`src/rtl/farrow_mu_scheduler_if.sv`:
```
// farrow_mu_scheduler_if: run control, input sample handshake, datapath strobe and mu command bundle.
interface farrow_mu_scheduler_if #(parameter int BITS = 32, INT_W = 4, FRAC_W = 16);
    logic                    enable;
    logic [INT_W+FRAC_W-1:0] step;
    logic                    s_valid;
    logic                    s_ready;
    logic [BITS-1:0]         s_data;
    logic                    dp_shift;
    logic [BITS-1:0]         dp_x;
    logic                    m_valid;
    logic                    m_ready;
    logic [FRAC_W-1:0]       m_mu;
    logic                    cfg_err;
    logic [1:0]              state;
    modport master (output enable, step, s_valid, s_data, m_ready,
                    input s_ready, dp_shift, dp_x, m_valid, m_mu, cfg_err, state);
    modport slave (input enable, step, s_valid, s_data, m_ready,
                   output s_ready, dp_shift, dp_x, m_valid, m_mu, cfg_err, state);
endinterface

```
`src/rtl/farrow_mu_scheduler.sv`:
```
// farrow_mu_scheduler: paces input samples and mu commands for a Farrow interpolator
// from a fixed-point phase accumulator that advances by step on every issued output.
module farrow_mu_scheduler #(
    parameter int TAPS = 12,
    parameter int BITS = 32,
    parameter int INT_W = 4,
    parameter int FRAC_W = 16
) (
    input logic clk,
    input logic rstn,
    farrow_mu_scheduler_if.slave bus
);
    typedef enum logic [1:0] {IDLE = 2'd0, FILL = 2'd1, RUN = 2'd2} state_t;
    localparam int SW = INT_W + FRAC_W;
    localparam int AW = SW + 1;
    localparam int CW = $clog2(TAPS + 1);
    state_t        st, st_d;
    logic [AW-1:0] acc, acc_d;
    logic [SW-1:0] step_q, step_d;
    logic [CW-1:0] fill_cnt, fill_d;
    logic          err, err_d, accept, fire;
    logic [INT_W:0] acc_int;
    assign acc_int = acc[AW-1:FRAC_W];
    assign accept = bus.s_valid && bus.s_ready;
    assign fire = bus.m_valid && bus.m_ready;
    always_comb begin
        bus.s_ready = bus.enable && (st == FILL || (st == RUN && acc_int != '0));
        bus.m_valid = bus.enable && st == RUN && acc_int == '0;
        bus.m_mu = acc[FRAC_W-1:0];
        bus.cfg_err = err;
        bus.state = st;
        st_d = st;
        acc_d = acc;
        step_d = step_q;
        fill_d = fill_cnt;
        err_d = err;
        if (!bus.enable) begin
            st_d = IDLE;
            acc_d = '0;
            fill_d = '0;
            err_d = 1'b0;
        end else begin
            case (st)
                IDLE: begin
                    if (bus.step == '0) begin
                        err_d = 1'b1;
                    end else begin
                        st_d = FILL;
                        step_d = bus.step;
                        acc_d = '0;
                        fill_d = '0;
                    end
                end
                FILL: begin
                    if (accept) begin
                        fill_d = fill_cnt + 1'b1;
                        st_d = fill_cnt == CW'(TAPS - 1) ? RUN : FILL;
                        acc_d = '0;
                    end
                end
                RUN: begin
                    // fire and accept never coincide: s_ready and m_valid split on acc_int==0
                    if (fire) acc_d = acc + AW'(step_q);
                    else if (accept) acc_d = acc - (AW'(1) << FRAC_W);
                end
                default: st_d = IDLE;
            endcase
        end
    end
    always_ff @(posedge clk) begin
        if (!rstn) begin
            st <= IDLE;
            acc <= '0;
            step_q <= '0;
            fill_cnt <= '0;
            err <= 1'b0;
            bus.dp_shift <= 1'b0;
            bus.dp_x <= '0;
        end else begin
            st <= st_d;
            acc <= acc_d;
            step_q <= step_d;
            fill_cnt <= fill_d;
            err <= err_d;
            bus.dp_shift <= accept;
            if (accept) bus.dp_x <= bus.s_data;
        end
    end
endmodule

```
`src/flat_wrapper.sv`:
```
// flat-port wrapper written by rule: the top's interface ports become plain ports
module farrow_mu_scheduler_flat 
#(
    parameter int TAPS = 12,
    parameter int BITS = 32,
    parameter int INT_W = 4,
    parameter int FRAC_W = 16
)
  (clk, rstn, bus_enable, bus_step, bus_s_valid, bus_s_data, bus_m_ready, bus_s_ready, bus_dp_shift, bus_dp_x, bus_m_valid, bus_m_mu, bus_cfg_err, bus_state);
  farrow_mu_scheduler_if #(.BITS(BITS), .INT_W(INT_W), .FRAC_W(FRAC_W)) bus_i ();
  input logic clk;
  input logic rstn;
  input wire logic [$bits(bus_i.enable)-1:0] bus_enable;
  input wire logic [$bits(bus_i.step)-1:0] bus_step;
  input wire logic [$bits(bus_i.s_valid)-1:0] bus_s_valid;
  input wire logic [$bits(bus_i.s_data)-1:0] bus_s_data;
  input wire logic [$bits(bus_i.m_ready)-1:0] bus_m_ready;
  output wire logic [$bits(bus_i.s_ready)-1:0] bus_s_ready;
  output wire logic [$bits(bus_i.dp_shift)-1:0] bus_dp_shift;
  output wire logic [$bits(bus_i.dp_x)-1:0] bus_dp_x;
  output wire logic [$bits(bus_i.m_valid)-1:0] bus_m_valid;
  output wire logic [$bits(bus_i.m_mu)-1:0] bus_m_mu;
  output wire logic [$bits(bus_i.cfg_err)-1:0] bus_cfg_err;
  output wire logic [$bits(bus_i.state)-1:0] bus_state;
  assign bus_i.enable = bus_enable;
  assign bus_i.step = bus_step;
  assign bus_i.s_valid = bus_s_valid;
  assign bus_i.s_data = bus_s_data;
  assign bus_i.m_ready = bus_m_ready;
  assign bus_s_ready = bus_i.s_ready;
  assign bus_dp_shift = bus_i.dp_shift;
  assign bus_dp_x = bus_i.dp_x;
  assign bus_m_valid = bus_i.m_valid;
  assign bus_m_mu = bus_i.m_mu;
  assign bus_cfg_err = bus_i.cfg_err;
  assign bus_state = bus_i.state;
  farrow_mu_scheduler #(.TAPS(TAPS), .BITS(BITS), .INT_W(INT_W), .FRAC_W(FRAC_W)) u_core (.clk(clk), .rstn(rstn), .bus(bus_i));
endmodule
```
`config.mk`:
```
export PLATFORM = sky130hd
export DESIGN_NAME = farrow_mu_scheduler_flat
export DESIGN_NICKNAME = d
export VERILOG_FILES = /design/src/rtl/farrow_mu_scheduler_if.sv /design/src/rtl/farrow_mu_scheduler.sv /design/src/flat_wrapper.sv
export SDC_FILE = /design/constraint.sdc
export NUM_CORES = 1
export LEC_CHECK = 0
export BUFFER_PORTS_ARGS = -buffer_cell sky130_fd_sc_hd__buf_2
export CAP_MARGIN = 20
export CORE_ASPECT_RATIO = 0.75
export CORE_MARGIN = 2
export CORE_UTILIZATION = 59
export CTS_BUF_LIST = sky130_fd_sc_hd__clkbuf_8
export CTS_CLUSTER_DIAMETER = 120
export DETAILED_ROUTE_END_ITERATION = 6
export GPL_TIMING_DRIVEN = 1
export PLACE_DENSITY = 0.95
export REMOVE_ABC_BUFFERS = 1
export SLEW_MARGIN = 20
export SYNTH_ARGS = -nofsm -noshare
export SYNTH_HDL_FRONTEND = slang
export SYNTH_SLANG_ARGS = --single-unit
export TNS_END_PERCENT = 20
```
`constraint.sdc`:
```
create_clock -name clk -period 7.4 [get_ports clk]
set_clock_uncertainty 0.2 [all_clocks]
set_input_delay 0.37 -clock clk [delete_from_list [all_inputs] [get_ports clk]]
set_output_delay 0.37 -clock clk [all_outputs]
set_load 0.01 [all_outputs]
```
==> impl_metrics.env, run 1 <==
export IMPL_status="finished clean"
export IMPL_layout_common_cells="buf_2, nand2_1, dfxtp_1, a21boi_0, a21oi_1"
export IMPL_clockRootBuffer="clkbuf_8"
export IMPL_grt_ovfl_total=0
export IMPL_gp_congestion=0.909
export IMPL_crit_arrival_ns=2.99
export IMPL_slew_headroom=0.458
export IMPL_ys_types=57
export IMPL_cts_max_level=3
export IMPL_dp_hpwl_um=7890
export IMPL_peakVddDrop_v=0.000106
export IMPL_antenna_found_initial=0
export IMPL_nets=675
export IMPL_synth_warnings=0
export IMPL_rr_worst_depth=10
export IMPL_final_common_cell="buf_2"
export IMPL_drtAntennaViolNets=0
export IMPL_fin_tns_setup_ns=0
export IMPL_synth_edf_count=0
export IMPL_finalCritPeriodShare=0.392
export IMPL_worstSkewPairLatency_ns=0.36
export IMPL_grt_pass1_wl_um=17100
export IMPL_setup_worst_path_start="u_core.acc[0]$_SDFFE_PN0P_"
export IMPL_setup_slack_ns=4.50
export IMPL_drv_cap=0
export IMPL_ys_seq_area_frac=0.373
export IMPL_worst_pin_slew_ns=0.812
export IMPL_min_to="u_core.bus.dp_x[2]$_SDFFE_PN0P_"
export IMPL_synth_area_um2=4350
export IMPL_worstPathMaxFanout=4
export IMPL_rr_startpoint="u_core.acc[0]$_SDFFE_PN0P_"
export IMPL_cts_hold_buf=0
export IMPL_clockBufferDepth=2
export IMPL_fp_dieH_um=78.3
export IMPL_grt_max_degree=58
export IMPL_worst_r2r_setup_slack_ns=4.50
export IMPL_cts_buffers=9
export IMPL_num_io_pins=111
export IMPL_cts_repair_resized=0
export IMPL_cp_start_kind="flop"
export IMPL_drv_slew=0
export IMPL_critPathKind="reg -> reg"
export IMPL_hold_viol_final=0
export IMPL_port_buffers=110
export IMPL_grt_pass1_vias=3644
export IMPL_die_x_um=103
export IMPL_wirelength_um=10900
export IMPL_clk_pin_slew_worst_paths_ns=0.09
export IMPL_diodes=0
export IMPL_pre_cts_slack_ns=4.30
export IMPL_end_kind="flop"
export IMPL_rsz0062_at_grt="false"
export IMPL_num_rows=27
export IMPL_vias=3972
export IMPL_fmax_mhz=345
export IMPL_start_util=0.601
export IMPL_power_leakage_nw=2.21
export IMPL_finalCriticalPeriod_ns=2.90
export IMPL_dieArea_um2=8070
export IMPL_min_path_cells=3
export IMPL_cts_setup_buffers=0
export IMPL_p_per_area_nw_per_um2=176
export IMPL_rr_endpoint="u_core.acc[20]$_SDFFE_PN0P_"
export IMPL_cts_sinks=81
export IMPL_ys_flop_type="dfxtp_1"
export IMPL_gr_usage_all_layers=0.270
export IMPL_drc=0
export IMPL_drt_wirelength_per_cell_um=15.5
export IMPL_synth_cells=511
export IMPL_critical_path_required_ns=7.49
export IMPL_setup_violations=0
export IMPL_drt_pass1_iter_count=4
export IMPL_hp_start="bus_s_data[2]"
export IMPL_drive_gt1_frac=0.237
export IMPL_ys_ff_latch=81
export IMPL_drtIter0Drc=234
export IMPL_avgSynthCellArea_um2=8.50
export IMPL_area_growth_pct=15.7
export IMPL_cts_tree="yes"
export IMPL_hold_class="in -> reg"
export IMPL_synthArstFlopShare=0
export IMPL_coreArea_um2=7230
export IMPL_vias_per_cell=5.67
-- cells in the mapped netlist, drive strengths merged, types with 2 or more instances --
library cell  instances  share of area
a211oi                5         0.0098
a21boi               33          0.057
a21o                  3         0.0052
a21oi                29          0.033
a22oi                 6          0.010
a31oi                 5          0.011
a32o                  3         0.0069
and2                  3         0.0046
and3                  4         0.0060
buf                  19          0.031
clkbuf               19          0.019
dfxtp                81           0.37
ha                   23          0.066
inv                  12          0.010
mux2i                22          0.051
nand2                97          0.084
nand2b                5         0.0072
nand3                12          0.018
nand4                 5         0.0072
nor2                 29          0.026
nor2b                24          0.035
nor3                  4         0.0046
nor4                  4         0.0058
nor4b                 2         0.0075
o211ai                4         0.0069
o21a                  3         0.0052
o21ai                15          0.017
o21bai                2         0.0035
or3                   3         0.0043
or4                   3         0.0069
xnor2                10          0.020
xor2                  9          0.018
-- cell families (layout without fill, tap and decap cells) --
group | Yosys count | in the layout | synth area share
AO/OA/AOI/OAI | 116 | 116 | 0.182
XOR/XNOR | 19 | 19 | 0.0383
adder cells (fa/ha/maj) | 24 | 24 | 0.0708
buffers and inverters | 50 | 138 | 0.0602
flip-flops | 81 | 81 | 0.373
multiplexers | 22 | 22 | 0.0507
AND/OR/NAND/NOR | 199 | 199 | 0.225
-- metal layers --
| layer | vias to the layer above | global-route usage | part of all wire |
|---|---|---|---|
| met1 | 1874 | 0.349 | 0.44 |
| li1 | 1927 | - | - |
| met3 | 25 | 0.0516 | 0.056 |
| met2 | 146 | 0.447 | 0.48 |
| met4 | 0 | 0.0947 | 0.022 |
| met5 | - | 0 | 0 |
-- power breakdown --
part	switching (mW)	leakage (nW)	internal (mW)	total (mW)
registers	0.00751	0.657	0.446	0.454
clock network	0.174	0.103	0.169	0.343
logic	0.0486	1.45	0.0387	0.0874
-- through the flow --
| stage | utilization | cells | instance area [um^2] | hold slack, ns | total power, mW |
|---|---|---|---|---|---|
| after global placement | 0.665 | 684 | 4810 | 0.240 | 0.546 |
| after detailed placement | 0.666 | 684 | 4810 | 0.245 | 0.550 |
| after global routing | 0.695 | 700 | 5030 | 0.0285 | 0.912 |
| final | 0.695 | 700 | 5030 | 0.0331 | 0.884 |
| after floorplan | - | 473 | 4130 | 0.265 | 0.512 |
| after CTS | 0.695 | 700 | 5020 | 0.0259 | 0.885 |
-- worst max-delay path by stage --
stage	endpoint	slack [ns]
after detailed placement	u_core.step_q[4]$_SDFFE_PN0P_	4.30
final	u_core.acc[20]$_SDFFE_PN0P_	4.50
after floorplan	u_core.acc[20]$_SDFFE_PN0P_	4.81
after CTS	u_core.acc[20]$_SDFFE_PN0P_	4.54
after global placement	u_core.step_q[9]$_SDFFE_PN0P_	4.33
after global routing	u_core.acc[20]$_SDFFE_PN0P_	4.27
-- area by class of cell --
type	instances	area, um^2
Sequential cell	81	1620
Clock buffer	10	138
Tap cell	101	126
Fill cell	575	2200
Clock inverter	6	72.6
Multi-Input combinational cell	380	2470
Timing Repair Buffer	110	551
Inverter	12	45.0
-- sequential cells by signal, summed over array words and instances (netlist names) --
register,flops
u_core.bus.dp_x,32
u_core.acc,21
u_core.step_q,20
u_core.fill_cnt,4
u_core.bus.state,2
u_core.bus.cfg_err,1
u_core.bus.dp_shift,1
-- critical path: stages (launching register included) --
cell,delay [ns]
dfxtp_1,0.37
ha_1,0.21
inv_1,0.07
fa_1,0.37
nand2b_1,0.20
a21oi_1,0.20
o21bai_1,0.18
o211a_1,0.31
o31ai_1,0.36
nand3_1,0.14
a211oi_2,0.22
(Power assumes the default switching activity.)
==> run 2: changes to the inputs <==
--- a/config.mk
+++ b/config.mk
@@ -9,12 +9,12 @@
 export CAP_MARGIN = 20
 export CORE_ASPECT_RATIO = 0.75
 export CORE_MARGIN = 2
-export CORE_UTILIZATION = 59
+export CORE_UTILIZATION = 55
 export CTS_BUF_LIST = sky130_fd_sc_hd__clkbuf_8
 export CTS_CLUSTER_DIAMETER = 120
 export DETAILED_ROUTE_END_ITERATION = 6
 export GPL_TIMING_DRIVEN = 1
-export PLACE_DENSITY = 0.95
+export PLACE_DENSITY = 0.89
 export REMOVE_ABC_BUFFERS = 1
 export SLEW_MARGIN = 20
 export SYNTH_ARGS = -nofsm -noshare
==> constraint.sdc (replaced) <==
create_clock -name clk -period 3 [get_ports clk]
set_clock_uncertainty 0.2 [all_clocks]
set_input_delay 0.15 -clock clk [delete_from_list [all_inputs] [get_ports clk]]
set_output_delay 0.15 -clock clk [all_outputs]
set_load 0.01 [all_outputs]
==> run 2 against run 1 <==
  * Final area increased by 11%
  * Combinational power increased to 3.2 times the previous value
  * Die area increased by 6.9%
  * Routed wire length increased by 18%
  * Core utilization increased by 2.2 points
  * Fmax increased by 0.79%
  * Largest cell class unchanged
==> impl_metrics.env, run 2 (synthesized netlist as in run 1, its figures left out) <==
export IMPL_status="finished clean"
export IMPL_gp_congestion=0.901
export IMPL_grt_pass1_wl_um=20100
export IMPL_fp_dieH_um=81.0
export IMPL_coreArea_um2=7780
export IMPL_pre_cts_slack_ns=0.231
export IMPL_reg_largest_list="u_core.bus.dp_x x32, u_core.acc x21, u_core.step_q x20"
export IMPL_final_common_cell="buf_2"
export IMPL_num_io_pins=111
export IMPL_setup_worst_path_start="u_core.acc[0]$_SDFFE_PN0P_"
export IMPL_gr_usage_all_layers=0.296
export IMPL_finalCritPeriodShare=0.959
export IMPL_cp_start_kind="flop"
export IMPL_drtIter0Drc=339
export IMPL_start_util=0.559
export IMPL_cts_sinks=81
export IMPL_peakVddDrop_v=0.000185
export IMPL_hold_class="in -> reg"
export IMPL_grt_ovfl_total=0
export IMPL_fmax_mhz=347
export IMPL_critPathKind="reg -> reg"
export IMPL_critical_path_required_ns=3.09
export IMPL_drt_pass1_iter_count=6
export IMPL_vias=4329
export IMPL_diodes=0
export IMPL_drive_gt1_frac=0.223
export IMPL_finalCriticalPeriod_ns=2.88
export IMPL_setup_violations=0
export IMPL_dp_hpwl_um=8090
export IMPL_drtAntennaViolNets=0
export IMPL_crit_arrival_ns=2.96
export IMPL_postLayoutCellArea_um2=5580
export IMPL_endpoint="u_core.acc[20]$_SDFFE_PN0P_"
export IMPL_worstPathMaxFanout=4
export IMPL_placed_area_um2=4850
export IMPL_die_x_um=107
export IMPL_layout_common_cells="buf_2, nand2_1, dfxtp_1, dlygate4sd3_1, a21boi_0"
export IMPL_dp_cells=693
export IMPL_num_rows=28
export IMPL_clockBufferDepth=2
export IMPL_layoutNonFillerInstCount=761
export IMPL_worstSkewPairLatency_ns=0.36
export IMPL_whs_ns=0.0760
export IMPL_power_leakage_nw=2.45
export IMPL_rr_endpoint="u_core.acc[20]$_SDFFE_PN0P_"
export IMPL_setup_slack_ns=0.122
export IMPL_end_kind="flop"
export IMPL_drv_slew=0
export IMPL_drv_cap=0
export IMPL_top_register="u_core.bus.dp_x"
export IMPL_cts_max_level=3
export IMPL_drt_wirelength_per_cell_um=16.9
export IMPL_grt_pass1_vias=4188
export IMPL_clockRootBuffer="clkbuf_8"
export IMPL_worst_r2r_setup_slack_ns=0.12
export IMPL_hold_viol_final=0
export IMPL_antenna_found_initial=0
export IMPL_slew_headroom=0.579
export IMPL_drc=0
export IMPL_grt_max_degree=34
export IMPL_nets=733
export IMPL_wirelength_um=12800
export IMPL_cts_tree="yes"
export IMPL_rr_startpoint="u_core.acc[0]$_SDFFE_PN0P_"
export IMPL_largest_reg_flops=32
export IMPL_p_per_area_nw_per_um2=396
export IMPL_port_buffers=110
export IMPL_rr_worst_depth=10
export IMPL_area_growth_pct=28.4
export IMPL_dieArea_um2=8630
export IMPL_worst_pin_slew_ns=0.631
export IMPL_cts_buffers=9
export IMPL_vias_per_cell=5.69
export IMPL_clk_pin_slew_worst_paths_ns=0.09
## run 2: cell count changes in the layout (fill, tap and decap cells not counted), moves of 2 or more
cell / delta
inv_6: -2
buf_4: +5
clkinv_2: +2
dlygate4sd3_1: +53
## run 2: layout make-up
class                   instances  area, um^2
clock buffers                  10         138
clock inverters                 5        56.3
fillers                       575        2200
inverters                      12        45.0
multi-input cells             380        2470
flip-flops and latches         81        1620
well taps                     105         131
repair buffers                168        1120
## run 2: layer usage
metal  vias to the layer above  share of wire  global-route usage
li1                       2034              -                   -
met1                      2049           0.42               0.365
met2                       196           0.47               0.505
met3                        50          0.073              0.0682
met4                         0          0.035               0.125
met5                         -              0                   0
## run 2: how the worst min path moves through the flow
stage	start	end	slack, ns	depth (start not counted)
CTS	bus_enable	u_core.fill_cnt[0]$_SDFFE_PN0P_	0.07	4
floorplan	rstn	u_core.bus.dp_shift$_SDFF_PN0_	0.07	1
finish	bus_enable	u_core.fill_cnt[0]$_SDFFE_PN0P_	0.08	4
global route	rstn	u_core.bus.dp_x[22]$_SDFFE_PN0P_	0.12	2
global placement	bus_s_data[2]	u_core.bus.dp_x[2]$_SDFFE_PN0P_	0.19	3
detailed placement	bus_s_data[1]	u_core.bus.dp_x[1]$_SDFFE_PN0P_	0.21	3
## run 2: power breakdown
| part | internal, mW | switching [mW] |
|---|---|---|
| registers | 1.10 | 0.0189 |
| logic | 0.143 | 0.137 |
| clock network | 0.401 | 0.408 |
| total | 1.65 | 0.564 |
## run 2: worst max-delay path: stages, from the launching register on
cell	delay, ns
dfxtp_1	0.37
ha_1	0.22
inv_1	0.08
fa_1	0.38
nand2b_1	0.20
a21oi_1	0.21
o21bai_1	0.19
o211a_1	0.31
o31ai_2	0.31
nand3_1	0.13
a211oi_2	0.22
## run 2: through the flow
| stage | utilization | power [mW] | TNS (ns) |
|---|---|---|---|
| after floorplan | - | 1.26 | 0 |
| final | 0.718 | 2.21 | 0 |
| after global routing | 0.718 | 2.28 | -0.000195 |
| after detailed placement | 0.624 | 1.36 | 0 |
| after global placement | 0.624 | 1.35 | 0 |
| after CTS | 0.717 | 2.20 | 0 |
## run 2: what timing repair did
action | 4_1_cts | 5_1_grt
hold buffers | 53 | 0
hold endpoints to repair | 54 | 0
endpoints found under the setup margin | 0 | 1
gates resized for setup | 0 | 1
buffers inserted | 0 | 0
==> run 3: changes to the inputs <==
--- a/config.mk
+++ b/config.mk
@@ -7,7 +7,7 @@
 export LEC_CHECK = 0
 export BUFFER_PORTS_ARGS = -buffer_cell sky130_fd_sc_hd__buf_2
 export CAP_MARGIN = 20
-export CORE_ASPECT_RATIO = 0.75
+export CORE_ASPECT_RATIO = 1.1
 export CORE_MARGIN = 2
 export CORE_UTILIZATION = 55
 export CTS_BUF_LIST = sky130_fd_sc_hd__clkbuf_8
==> run 3 against run 2 <==
  * Power down 0.61%
  * Setup slack better by 0.11 ns
  * Critical path depth is the same
  * Die area about the same
  * Highest routed layer unchanged
==> impl_metrics.env, run 3 (synthesized netlist as in run 1, its figures left out) <==
export IMPL_drive_gt1_frac=0.225
export IMPL_rr_worst_depth=10
export IMPL_drv_slew=0
export IMPL_cts_setup_buffers=0
export IMPL_antenna_found_initial=0
export IMPL_p_per_area_nw_per_um2=393
export IMPL_drtIter0Drc=299
export IMPL_drv_cap=0
export IMPL_reg_largest_list="u_core.bus.dp_x x32, u_core.acc x21, u_core.step_q x20"
export IMPL_num_rows=34
export IMPL_drtAntennaViolNets=0
export IMPL_rr_endpoint="u_core.acc[20]$_SDFFE_PN0P_"
export IMPL_cts_sinks=81
export IMPL_finalCritPeriodShare=0.922
export IMPL_power_leakage_nw=2.44
export IMPL_cts_tree="yes"
export IMPL_hold_viol_final=0
export IMPL_grt_pass1_vias=4362
export IMPL_nets=733
export IMPL_setup_violations=0
export IMPL_final_common_cell="buf_2"
export IMPL_cp_start_kind="flop"
export IMPL_status="finished clean"
export IMPL_end_kind="flop"
export IMPL_fmax_mhz=362
export IMPL_clk_pin_slew_worst_paths_ns=0.09
export IMPL_wirelength_um=12500
export IMPL_start_util=0.558
export IMPL_critPathKind="reg -> reg"
export IMPL_grt_max_degree=38
export IMPL_critical_path_required_ns=3.08
export IMPL_worst_pin_slew_ns=0.596
export IMPL_top_register="u_core.bus.dp_x"
export IMPL_coreArea_um2=7780
export IMPL_worstPathMaxFanout=4
export IMPL_placed_area_um2=4860
export IMPL_largest_reg_flops=32
export IMPL_rsz0062_at_grt="false"
export IMPL_dieArea_um2=8630
export IMPL_clockBufferDepth=2
export IMPL_crit_arrival_ns=2.84
export IMPL_diodes=0
export IMPL_min_path_cells=4
export IMPL_fp_dieH_um=97.2
export IMPL_postLayoutCellArea_um2=5590
export IMPL_worstSkewPairLatency_ns=0.36
export IMPL_fin_tns_setup_ns=0
export IMPL_drt_wirelength_per_cell_um=16.4
export IMPL_drt_pass1_iter_count=5
export IMPL_drc=0
export IMPL_grt_ovfl_total=0
export IMPL_cts_max_level=3
export IMPL_setup_worst_path_start="u_core.acc[0]$_SDFFE_PN0P_"
export IMPL_grt_pass1_wl_um=20200
export IMPL_layout_common_cells="buf_2, nand2_1, dfxtp_1, dlygate4sd3_1, a21boi_0"
export IMPL_die_x_um=88.8
export IMPL_min_to="u_core.fill_cnt[0]$_SDFFE_PN0P_"
export IMPL_area_growth_pct=28.5
export IMPL_setup_slack_ns=0.234
export IMPL_cts_buffers=9
export IMPL_vias_per_cell=5.63
export IMPL_slew_headroom=0.603
export IMPL_worst_r2r_setup_slack_ns=0.23
export IMPL_hold_class="in -> reg"
export IMPL_pre_cts_slack_ns=0.185
export IMPL_port_buffers=110
export IMPL_dp_hpwl_um=8020
export IMPL_clockRootBuffer="clkbuf_8"
export IMPL_num_io_pins=111
export IMPL_finalCoreUtilization=0.717
export IMPL_finalCriticalPeriod_ns=2.77
export IMPL_gr_usage_all_layers=0.294
export IMPL_vias=4308
export IMPL_rr_startpoint="u_core.acc[0]$_SDFFE_PN0P_"
export IMPL_peakVddDrop_v=0.000261
export IMPL_gp_congestion=0.869
export IMPL_hp_start="bus_s_valid"
[run 3: cell types whose count changed in the layout (fill, tap and decap cells not counted)]
cell / delta
clkinvlp_4: +2
a21oi_1: -1
a21oi_2: +1
buf_4: +1
clkbuf_8: -1
clkinv_2: -1
clkinv_4: -1
dlygate4sd3_1: -1
inv_1: +1
inv_6: +1
[run 3: worst max-delay path by stage]
stage,slack (ns),endpoint,cells past startpoint
6_report,0.23,u_core.acc[20]$_SDFFE_PN0P_,10
5_1_grt,0.06,u_core.acc[20]$_SDFFE_PN0P_,10
3_3_place_gp,0.35,u_core.acc[20]$_SDFFE_PN0P_,10
2_1_floorplan,0.41,u_core.acc[20]$_SDFFE_PN0P_,10
4_1_cts,0.14,u_core.acc[20]$_SDFFE_PN0P_,10
3_5_place_dp,0.18,u_core.acc[20]$_SDFFE_PN0P_,10
[run 3: layout make-up]
cell class              count  area [um^2]
well taps                 108          135
clock buffers               9          124
repair buffers            168         1120
multi-input cells         380         2470
clock inverters             7         70.1
inverters                  12         45.0
flip-flops and latches     81         1620
fillers                   552         2200
[run 3: per-stage QoR]
step                      hold slack (ns)  instances  power (mW)
after global routing               0.0355        765        2.27
final                              0.0187        765        2.20
after detailed placement            0.195        697        1.36
after floorplan                    0.0717        473        1.26
after CTS                         0.00404        765        2.19
after global placement              0.193        697        1.35
[run 3: report_power, final]
part           total, mW  internal, mW  leakage [nW]  switching (mW)
Combinational      0.276         0.143          1.69           0.133
Clock              0.799         0.383        0.0931           0.416
Sequential          1.12          1.10         0.657          0.0191
[run 3: routing by layer]
layer  global-route usage  up-vias  part of all wire
met4                0.108        0             0.022
met5                    0        -                 0
met3               0.0705       30             0.071
met2                0.529      202              0.52
met1                0.326     2028              0.39
li1                     -     2048                 -
[run 3: critical path, cell delays in order, from the launching register on]
cell and delay [ns]:
dfxtp_1 0.37, ha_1 0.20, inv_1 0.06, fa_1 0.37, nand2b_1 0.20, a21oi_2 0.18
o21bai_1 0.15, o211a_1 0.30, o31ai_2 0.31, nand3_1 0.14, a211oi_2 0.21
[run 3: repair_timing]
item / in CTS / in global routing
gates resized for setup: 0 / 2
endpoints found under the setup margin: 0 / 1
hold endpoints to repair: 52 / 0
hold buffers: 52 / 0
